## config.mk

```make
export PLATFORM = sky130hd
export DESIGN_NAME = memcpy_line_scheduler
export DESIGN_NICKNAME = d
export VERILOG_FILES = /design/src/rtl/memcpy_line_scheduler.sv
export SDC_FILE = /design/constraint.sdc
export NUM_CORES = 2
export LEC_CHECK = 0
export BUFFER_PORTS_ARGS = -buffer_cell sky130_fd_sc_hd__buf_2
export CAP_MARGIN = 30
export CORE_MARGIN = 5
export CORE_UTILIZATION = 50
export CTS_CLUSTER_DIAMETER = 80
export DETAILED_ROUTE_END_ITERATION = 6
export PLACE_DENSITY = 0.82
export SYNTH_ARGS = -nofsm -noshare
export SYNTH_HDL_FRONTEND = slang
export SYNTH_MEMORY_MAX_BITS = 65536
export SYNTH_SLANG_ARGS = --single-unit
```

## constraint.sdc

```tcl
create_clock -name clk -period 49.4 [get_ports clk]
set_input_delay 9.88 -clock clk [delete_from_list [all_inputs] [get_ports clk]]
set_output_delay 9.88 -clock clk [all_outputs]
set_load 0.01 [all_outputs]
```

## src/rtl/memcpy_line_scheduler.sv

```systemverilog
// rtl/memcpy_line_scheduler.sv - pipelined multi-line copy scheduler over split read/write channels
// Optional MEMCPY_SCHED_PERF_EN adds the perf_cycles busy-cycle counter output.
module memcpy_line_scheduler #(
  parameter int ADDR_W          = 42,
  parameter int LEN_W           = 17,
  parameter int DATA_W          = 512,
  parameter int MAX_OUTSTANDING = 8
) (
  input  logic              clk,
  input  logic              reset,
  input  logic              job_valid,
  output logic              job_ready,
  input  logic [ADDR_W-1:0] job_src,
  input  logic [ADDR_W-1:0] job_dst,
  input  logic [LEN_W-1:0]  job_len,
  output logic              rd_req_valid,
  output logic [ADDR_W-1:0] rd_req_addr,
  output logic [LEN_W-1:0]  rd_req_tag,
  input  logic              rd_almfull,
  input  logic              rd_rsp_valid,
  input  logic [LEN_W-1:0]  rd_rsp_tag,
  input  logic [DATA_W-1:0] rd_rsp_data,
  output logic              wr_req_valid,
  output logic [ADDR_W-1:0] wr_req_addr,
  output logic [DATA_W-1:0] wr_req_data,
  input  logic              wr_almfull,
  input  logic              wr_rsp_valid,
  output logic              busy,
  output logic              done,
  output logic [LEN_W-1:0]  lines_acked
`ifdef MEMCPY_SCHED_PERF_EN
  ,
  output logic [31:0]       perf_cycles
`endif
);

  localparam int PW = $clog2(MAX_OUTSTANDING);
  localparam logic [LEN_W-1:0] MAX_OS = LEN_W'(MAX_OUTSTANDING);

  localparam logic [1:0] S_IDLE  = 2'd0;
  localparam logic [1:0] S_RUN   = 2'd1;
  localparam logic [1:0] S_DRAIN = 2'd2;
  localparam logic [1:0] S_DONE  = 2'd3;

  logic [1:0]              r_state;
  logic [ADDR_W-1:0]       r_src;
  logic [ADDR_W-1:0]       r_dst;
  logic [LEN_W-1:0]        r_len;
  logic [LEN_W-1:0]        r_issued;
  logic [LEN_W-1:0]        r_written;
  logic [LEN_W-1:0]        r_acked;
  logic                    r_done;
  logic                    r_rd_valid;
  logic [ADDR_W-1:0]       r_rd_addr;
  logic [LEN_W-1:0]        r_rd_tag;
  logic                    r_wr_valid;
  logic [ADDR_W-1:0]       r_wr_addr;
  logic [DATA_W-1:0]       r_wr_data;

  // Line buffer holds {tag, data}; the extra pointer bit separates full from empty.
  logic [LEN_W+DATA_W-1:0] r_mem [MAX_OUTSTANDING];
  logic [PW:0]             r_wptr;
  logic [PW:0]             r_rptr;

  logic                    w_busy;
  logic                    w_active;
  logic                    w_fifo_empty;
  logic                    w_push;
  logic                    w_pop;
  logic                    w_rd_fire;
  logic [LEN_W-1:0]        w_in_flight;
  logic [LEN_W+DATA_W-1:0] w_head;
  logic [LEN_W-1:0]        w_head_tag;
  logic [DATA_W-1:0]       w_head_data;

  assign w_busy       = (r_state != S_IDLE);
  assign w_active     = (r_state == S_RUN) || (r_state == S_DRAIN);
  assign w_fifo_empty = (r_wptr == r_rptr);
  assign w_push       = w_busy && rd_rsp_valid;
  assign w_pop        = w_active && !w_fifo_empty && !wr_almfull;
  assign w_in_flight  = r_issued - r_written;
  // Credit: lines read but not yet written never exceed the buffer depth.
  assign w_rd_fire    = (r_state == S_RUN) && (r_issued < r_len) && !rd_almfull &&
                        (w_in_flight < MAX_OS);
  assign w_head       = r_mem[r_rptr[PW-1:0]];
  assign w_head_tag   = w_head[LEN_W+DATA_W-1:DATA_W];
  assign w_head_data  = w_head[DATA_W-1:0];

  always_ff @(posedge clk) begin
    if (w_push) begin
      r_mem[r_wptr[PW-1:0]] <= {rd_rsp_tag, rd_rsp_data};
    end
  end

  always_ff @(posedge clk) begin
    if (reset) begin
      r_state    <= S_IDLE;
      r_src      <= '0;
      r_dst      <= '0;
      r_len      <= '0;
      r_issued   <= '0;
      r_written  <= '0;
      r_acked    <= '0;
      r_done     <= 1'b0;
      r_rd_valid <= 1'b0;
      r_rd_addr  <= '0;
      r_rd_tag   <= '0;
      r_wr_valid <= 1'b0;
      r_wr_addr  <= '0;
      r_wr_data  <= '0;
      r_wptr     <= '0;
      r_rptr     <= '0;
    end else begin
      r_rd_valid <= w_rd_fire;
      r_wr_valid <= w_pop;
      r_done     <= (r_state == S_DONE);

      if (w_rd_fire) begin
        r_rd_addr <= r_src + ADDR_W'(r_issued);
        r_rd_tag  <= r_issued;
        r_issued  <= r_issued + LEN_W'(1);
      end

      if (w_push) begin
        r_wptr <= r_wptr + (PW+1)'(1);
      end

      if (w_pop) begin
        r_rptr    <= r_rptr + (PW+1)'(1);
        r_wr_addr <= r_dst + ADDR_W'(w_head_tag);
        r_wr_data <= w_head_data;
        r_written <= r_written + LEN_W'(1);
      end

      if (w_active && wr_rsp_valid) begin
        r_acked <= r_acked + LEN_W'(1);
      end

      case (r_state)
        S_IDLE: begin
          if (job_valid) begin
            r_src     <= job_src;
            r_dst     <= job_dst;
            r_len     <= job_len;
            r_issued  <= '0;
            r_written <= '0;
            r_acked   <= '0;
            r_state   <= (job_len == '0) ? S_DONE : S_RUN;
          end
        end
        S_RUN: begin
          if (r_issued == r_len) begin
            r_state <= S_DRAIN;
          end
        end
        S_DRAIN: begin
          if (r_acked == r_len) begin
            r_state <= S_DONE;
          end
        end
        default: begin
          r_state <= S_IDLE;
        end
      endcase
    end
  end

`ifdef MEMCPY_SCHED_PERF_EN
  logic [31:0] r_perf;

  always_ff @(posedge clk) begin
    if (reset) begin
      r_perf <= '0;
    end else if ((r_state == S_IDLE) && job_valid) begin
      r_perf <= '0;
    end else if (w_busy && (r_perf != 32'hFFFF_FFFF)) begin
      r_perf <= r_perf + 32'd1;
    end
  end

  assign perf_cycles = r_perf;
`endif

  assign job_ready    = (r_state == S_IDLE);
  assign busy         = w_busy;
  assign done         = r_done;
  assign lines_acked  = r_acked;
  assign rd_req_valid = r_rd_valid;
  assign rd_req_addr  = r_rd_addr;
  assign rd_req_tag   = r_rd_tag;
  assign wr_req_valid = r_wr_valid;
  assign wr_req_addr  = r_wr_addr;
  assign wr_req_data  = r_wr_data;

endmodule

```

Word level (Yosys, flattened, before mapping)
Memory sizes are Yosys's and may differ from the RTL's. A register that Yosys moved wholly into a read port is not among the register bits.
Index checks and enable logic that the tools add are counted.
Storage, ports and cells
  input bits: 637
  bits in writable memories: 4232
  logic and storage cells: 70
  memories kept: 1
  output and inout bits: 635
  bits in registers: 778
Cells by class
  mux-type cells: 18
  order comparisons: 2
  add/subtract/negate cells: 8
  equal/unequal tests: 9
  reduce and logical (&&, ||, !) cells: 16
Memory list
  r_mem: words 8, bits a word 529, rd ports 1, clocked after memory_dff 1, wr ports 1, RTL line 61  | logic [LEN_W+DATA_W-1:0] r_mem [MAX_OUTSTANDING];
Operators by type and width (number)
  two-way mux 17 bit: 9
  adder 42 x 17 -> 42 bit: 2
  adder 17 x 1 -> 17 bit, second input constant: 3
  equality test 17 bit: 2
  zero test 17 bit: 1
  < comparator 17 bit: 1
  < comparator 17 x 4 -> 1 bit, second input constant: 1
  subtractor 17 bit: 1
  adder 4 x 1 -> 4 bit, second input constant: 2
  two-way mux 2 bit: 4
  logical AND 1 bit: 7
  two-way mux 3 bit: 2
  case mux 2 bit (3 select lines): 1
  equality test 2 bit, second input constant: 2
  equality test 4 bit: 1
  inequality test 2 x 1 -> 1 bit, second input constant: 2
  zero test 1 bit: 3
  AND reduction 3 bit: 1
  equality test 2 x 1 -> 1 bit, second input constant: 1
  zero test 2 bit: 1
  two-way mux 1 bit: 2
  inequality test 2 bit, second input constant: 1
  AND reduction 2 bit: 1
  nonzero test 2 bit: 1
  logical OR 1 bit: 1

Logic depth before layout (Yosys ltp)
  depth in word-level cells: 7
  gate-level depth with buffers: 17

Worst setup path after synthesis
Ideal clock, no wire load.
  kind: input to register
  start point: input port rd_rsp_valid
  end point: memory r_mem[0][0] (netlist name) (enable)
  setup time: 2070 ps
  data arrival time: 45876 ps
  setup slack: 1454 ps
  data required time: 47330 ps
  stages: 3
  cell sequence: nor2b_1 -> nand2b_1 -> nor3_1
On the way
  word-level cells in the longest chain between the ends: 3
RTL lines
  start, declared: RTL line 20  | input logic rd_rsp_valid,
  logical AND 1 bit: RTL line 79  | assign w_push = w_busy && rd_rsp_valid;
  two-way mux 1 bit: RTL line 90  | if (w_push) begin
  two-way mux 1 bit (implied by the code): RTL line 91  | r_mem[r_wptr[PW-1:0]] <= {rd_rsp_tag, rd_rsp_data};
  end, declared: RTL line 61
No other way between the ends.

Worst setup path in the final report
  start point: input port rd_rsp_valid
  end point: memory r_mem[6][375] (netlist name) (enable)
Same word-level chain as after synthesis.

==> summary.md <==
| Metric | Value |
|---|---|
| Synth Instances | around 9600 |
| Clock Path Buffers | 4 |
| RSZ-0062 raised after global routing | false |
| Hold_buf cts | 0 |
| CTS Buf Count | 471 |
| Syn Nets | between 10000 and 15000 |
| Yosys top cell by area | edfxtp_1 |
| Clock transition at path regs | approximately 0.060 ns |
| Status | finished, final reports clean |
| Worst rel slew slack | between 10% and 20% |
| Launch point of the worst reg-to-reg path | r_state[0] |
| Detailed-route wire length | roughly 500 mm |
| Crit path max fanout | 55 |
| Global route total overflow | 0 |
| Initial Util | around half |
| CTS Root Cell | clkbuf_16 |
| Clk_lat worst skew | roughly 1.0 ns |
| Clock Skews | roughly 0.19 ns |
| Die height | slightly above 600 um |
| Most frequent cells in the layout | edfxtp_1 (4232), buf_2 (1270), mux4_2 (1058) |
| Fin util | between 50% and 60% |
| Gp weighted congestion | between 0.9 and 1 |
| FF+latch count, synth | about 5000 |
| Crit end category | register |
| Number of distinct library cells after synthesis | just over 70 |
| Largest net degree at the start of global routing | between 100 and 150 |
| Hold Crit Class | reg -> reg |
| IO Count | ~1300 |
| CORE AREA | around 0.37 mm2 |
| WHS Path Cells | 2 |
| Setup TNS | 0 ns |
| Final period util | ~30% |
| Pre-antenna DRT Iters | 6 |
| Post_cts resized | 0 |
| Setup crit start kind | input pin |
| Row cnt | approximately 230 |
| PwrDens | between 40 and 50 mW/mm2 |
| Most common cell after layout, fill and taps aside | edfxtp_1 |
| Share of layout cells above drive strength 1 | ~29% |
| Max rail drop VDD | approximately 0.049 mV |
| Total power | around 9.7 mW |
| Ys async rst share | 0% |
| Endpoints failing setup | 0 |
| Input/output buffers | around 1300 |
| CP Data Required Time | 50.03 ns |
| DRC violation count after routing | 0 |
| FMAX | approximately 0.068 GHz |
| R2R setup slack | 42.75 ns |
| Die X | a little over 600 um |
| Post-CTS setup repair buffer count | 0 |
| Setup CP Type | in -> reg |
| Crit path DAT | ~15 ns |
| Static Leakage | between 60 and 70 nW |
| CTS sink cnt | around 5000 |
| Final slew viol count | 0 |
| Register area share after synthesis | between 70% and 80% |
| Syn Std Cell Area | 0.188 mm2 |
| H-tree lvl count | 5 |
| Vias in the first global route | ~100k |
| FF-to-FF End | r_mem[6][375] |
| 1st-iter DRT viols | between 10000 and 15000 |
| GR Util All Layers | about a quarter |
| Layout area overhead | 15.5% |
| Avg Cell Area, Syn | ~20 um2 |
| Hold Path Origin | rd_req_tag[13] |
| Synth top area cells | edfxtp_1 (68%), mux4_2 (13%), dfxtp_1 (8.3%), mux2i_1 (2.8%), a211oi_1 (2.2%) |
| Worst-Margin Slew | around 1.2 ns |
| Antenna Nets Post-Route | 0 |
| First-pass GRT wire length | a little over 700 mm |
| Number of synthesis warnings | 0 |
| Initial antenna violation count | between 200 and 300 |
| Die ar. | between 0.3 and 0.4 mm2 |
| MaxCap Viol Count | 0 |
| Top cell type's share of synthesized area | around two thirds |
| Final hold slack | approximately 0.45 ns |
| Worst reg-to-reg path cell count | 10 |
| Post-synth top flop | edfxtp_1 |
| Detailed-route wire length per cell | approximately 30 um |
| Average via count per standard cell | 6.16 |
| Crit path time final | ~15 ns |
| Number of flops mapped to enable cells by yosys | around 4200 |
| Nets | about 12000 |
| Via count | a little over 100k |
| CTS tree | yes |
| Hold Path Sink | rd_req_tag[13] |
| Post-DP HPWL | between 200 and 300 mm |
| Fin. Hold Viols | 0 |
-- final cells by class --
cell class	count	area (um2)
diodes	216	541
clock buffers	668	13200
clock inverters	224	2760
fillers	25900	158000
inverters	59	221
multi-input cells	3985	43100
flip-flops and latches	5013	143000
well taps	4994	6250
repair buffers	1454	8300
-- stage by stage --
stage                     std cells  setup WS (ns)  instance area, um2
final                         16600          34.72              217000
after floorplan                9616           1.45              188000
after global routing          16500          34.62              217000
after global placement        15500          33.74              200000
after detailed placement      15500          33.64              200000
after CTS                     16400          34.71              216000
-- critical path, stage by stage --
cell and delay, ns:
buf_2 0.08, nor2b_1 0.51, nand2_1 0.37, nor2_4 0.69, buf_4 0.68, buf_4 0.63
buf_4 0.64, buf_4 0.84, buf_4 0.68
-- cell usage after synthesis (31+ instances only) --
cell type and count:
nor2_1 649, nand4_1 31, inv_1 59, xnor2_1 78, ha_1 76, clkbuf_1 354, mux2i_1 519, edfxtp_1 4232
nand2_1 400, mux4_2 1058, buf_1 192, a211oi_1 549, o21ai_0 42, dfxtp_1 781, a21oi_1 215, xor2_1 50
and3_1 32, nand3_1 36
-- state kept, by name, indices dropped and copies added, names as in the netlist, 2 cells and up, named ones only --
signal       count
r_dst           42
r_written       17
lines_acked     17
rd_req_tag      17
r_mem         4232
r_src           42
r_len           17
wr_req_addr     42
r_wptr           4
rd_req_addr     42
r_issued        17
wr_req_data    512
r_rptr           4
r_state          2
-- worst max path at each step --
stage	start	to	cells past startpoint
2_1_floorplan	rd_rsp_valid	r_mem[0][0]	3
3_5_place_dp	rd_rsp_valid	r_mem[6][379]	9
6_report	rd_rsp_valid	r_mem[6][375]	9
4_1_cts	rd_rsp_valid	r_mem[6][307]	9
5_1_grt	rd_rsp_valid	r_mem[6][316]	9
3_3_place_gp	rd_rsp_valid	r_mem[6][376]	9
-- cells by family (layout without fill, tap and decap cells) --
family	count (synthesis)	after routing	share of synthesized area (%)
AO/OA/AOI/OAI	928	928	3.41
XOR/XNOR	128	128	0.596
flip-flops	5013	5013	75.9
AND/OR/NAND/NOR	1256	1256	2.78
multiplexers	1595	1595	15.5
buffers and inverters	618	2405	1.24
adder cells (fa/ha/maj)	78	78	0.527
other	0	216	0
-- where the power goes --
| group | total [mW] | switching [mW] | internal [mW] |
|---|---|---|---|
| Clock | 3.70 | 1.61 | 2.10 |
| Sequential | 4.94 | 0.115 | 4.82 |
| Combinational | 1.07 | 0.654 | 0.415 |
-- layer usage --
| layer | share of wire (%) | global-route usage (%) | up-vias |
|---|---|---|---|
| li1 | - | - | 41800 |
| met1 | 34 | 30.8 | 52600 |
| met2 | 49 | 39.6 | 6347 |
| met3 | 9.8 | 5.79 | 1436 |
| met4 | 7.1 | 15.0 | 112 |
| met5 | 0.15 | 0 | - |
Note: power is estimated with default switching activity, not from simulation.
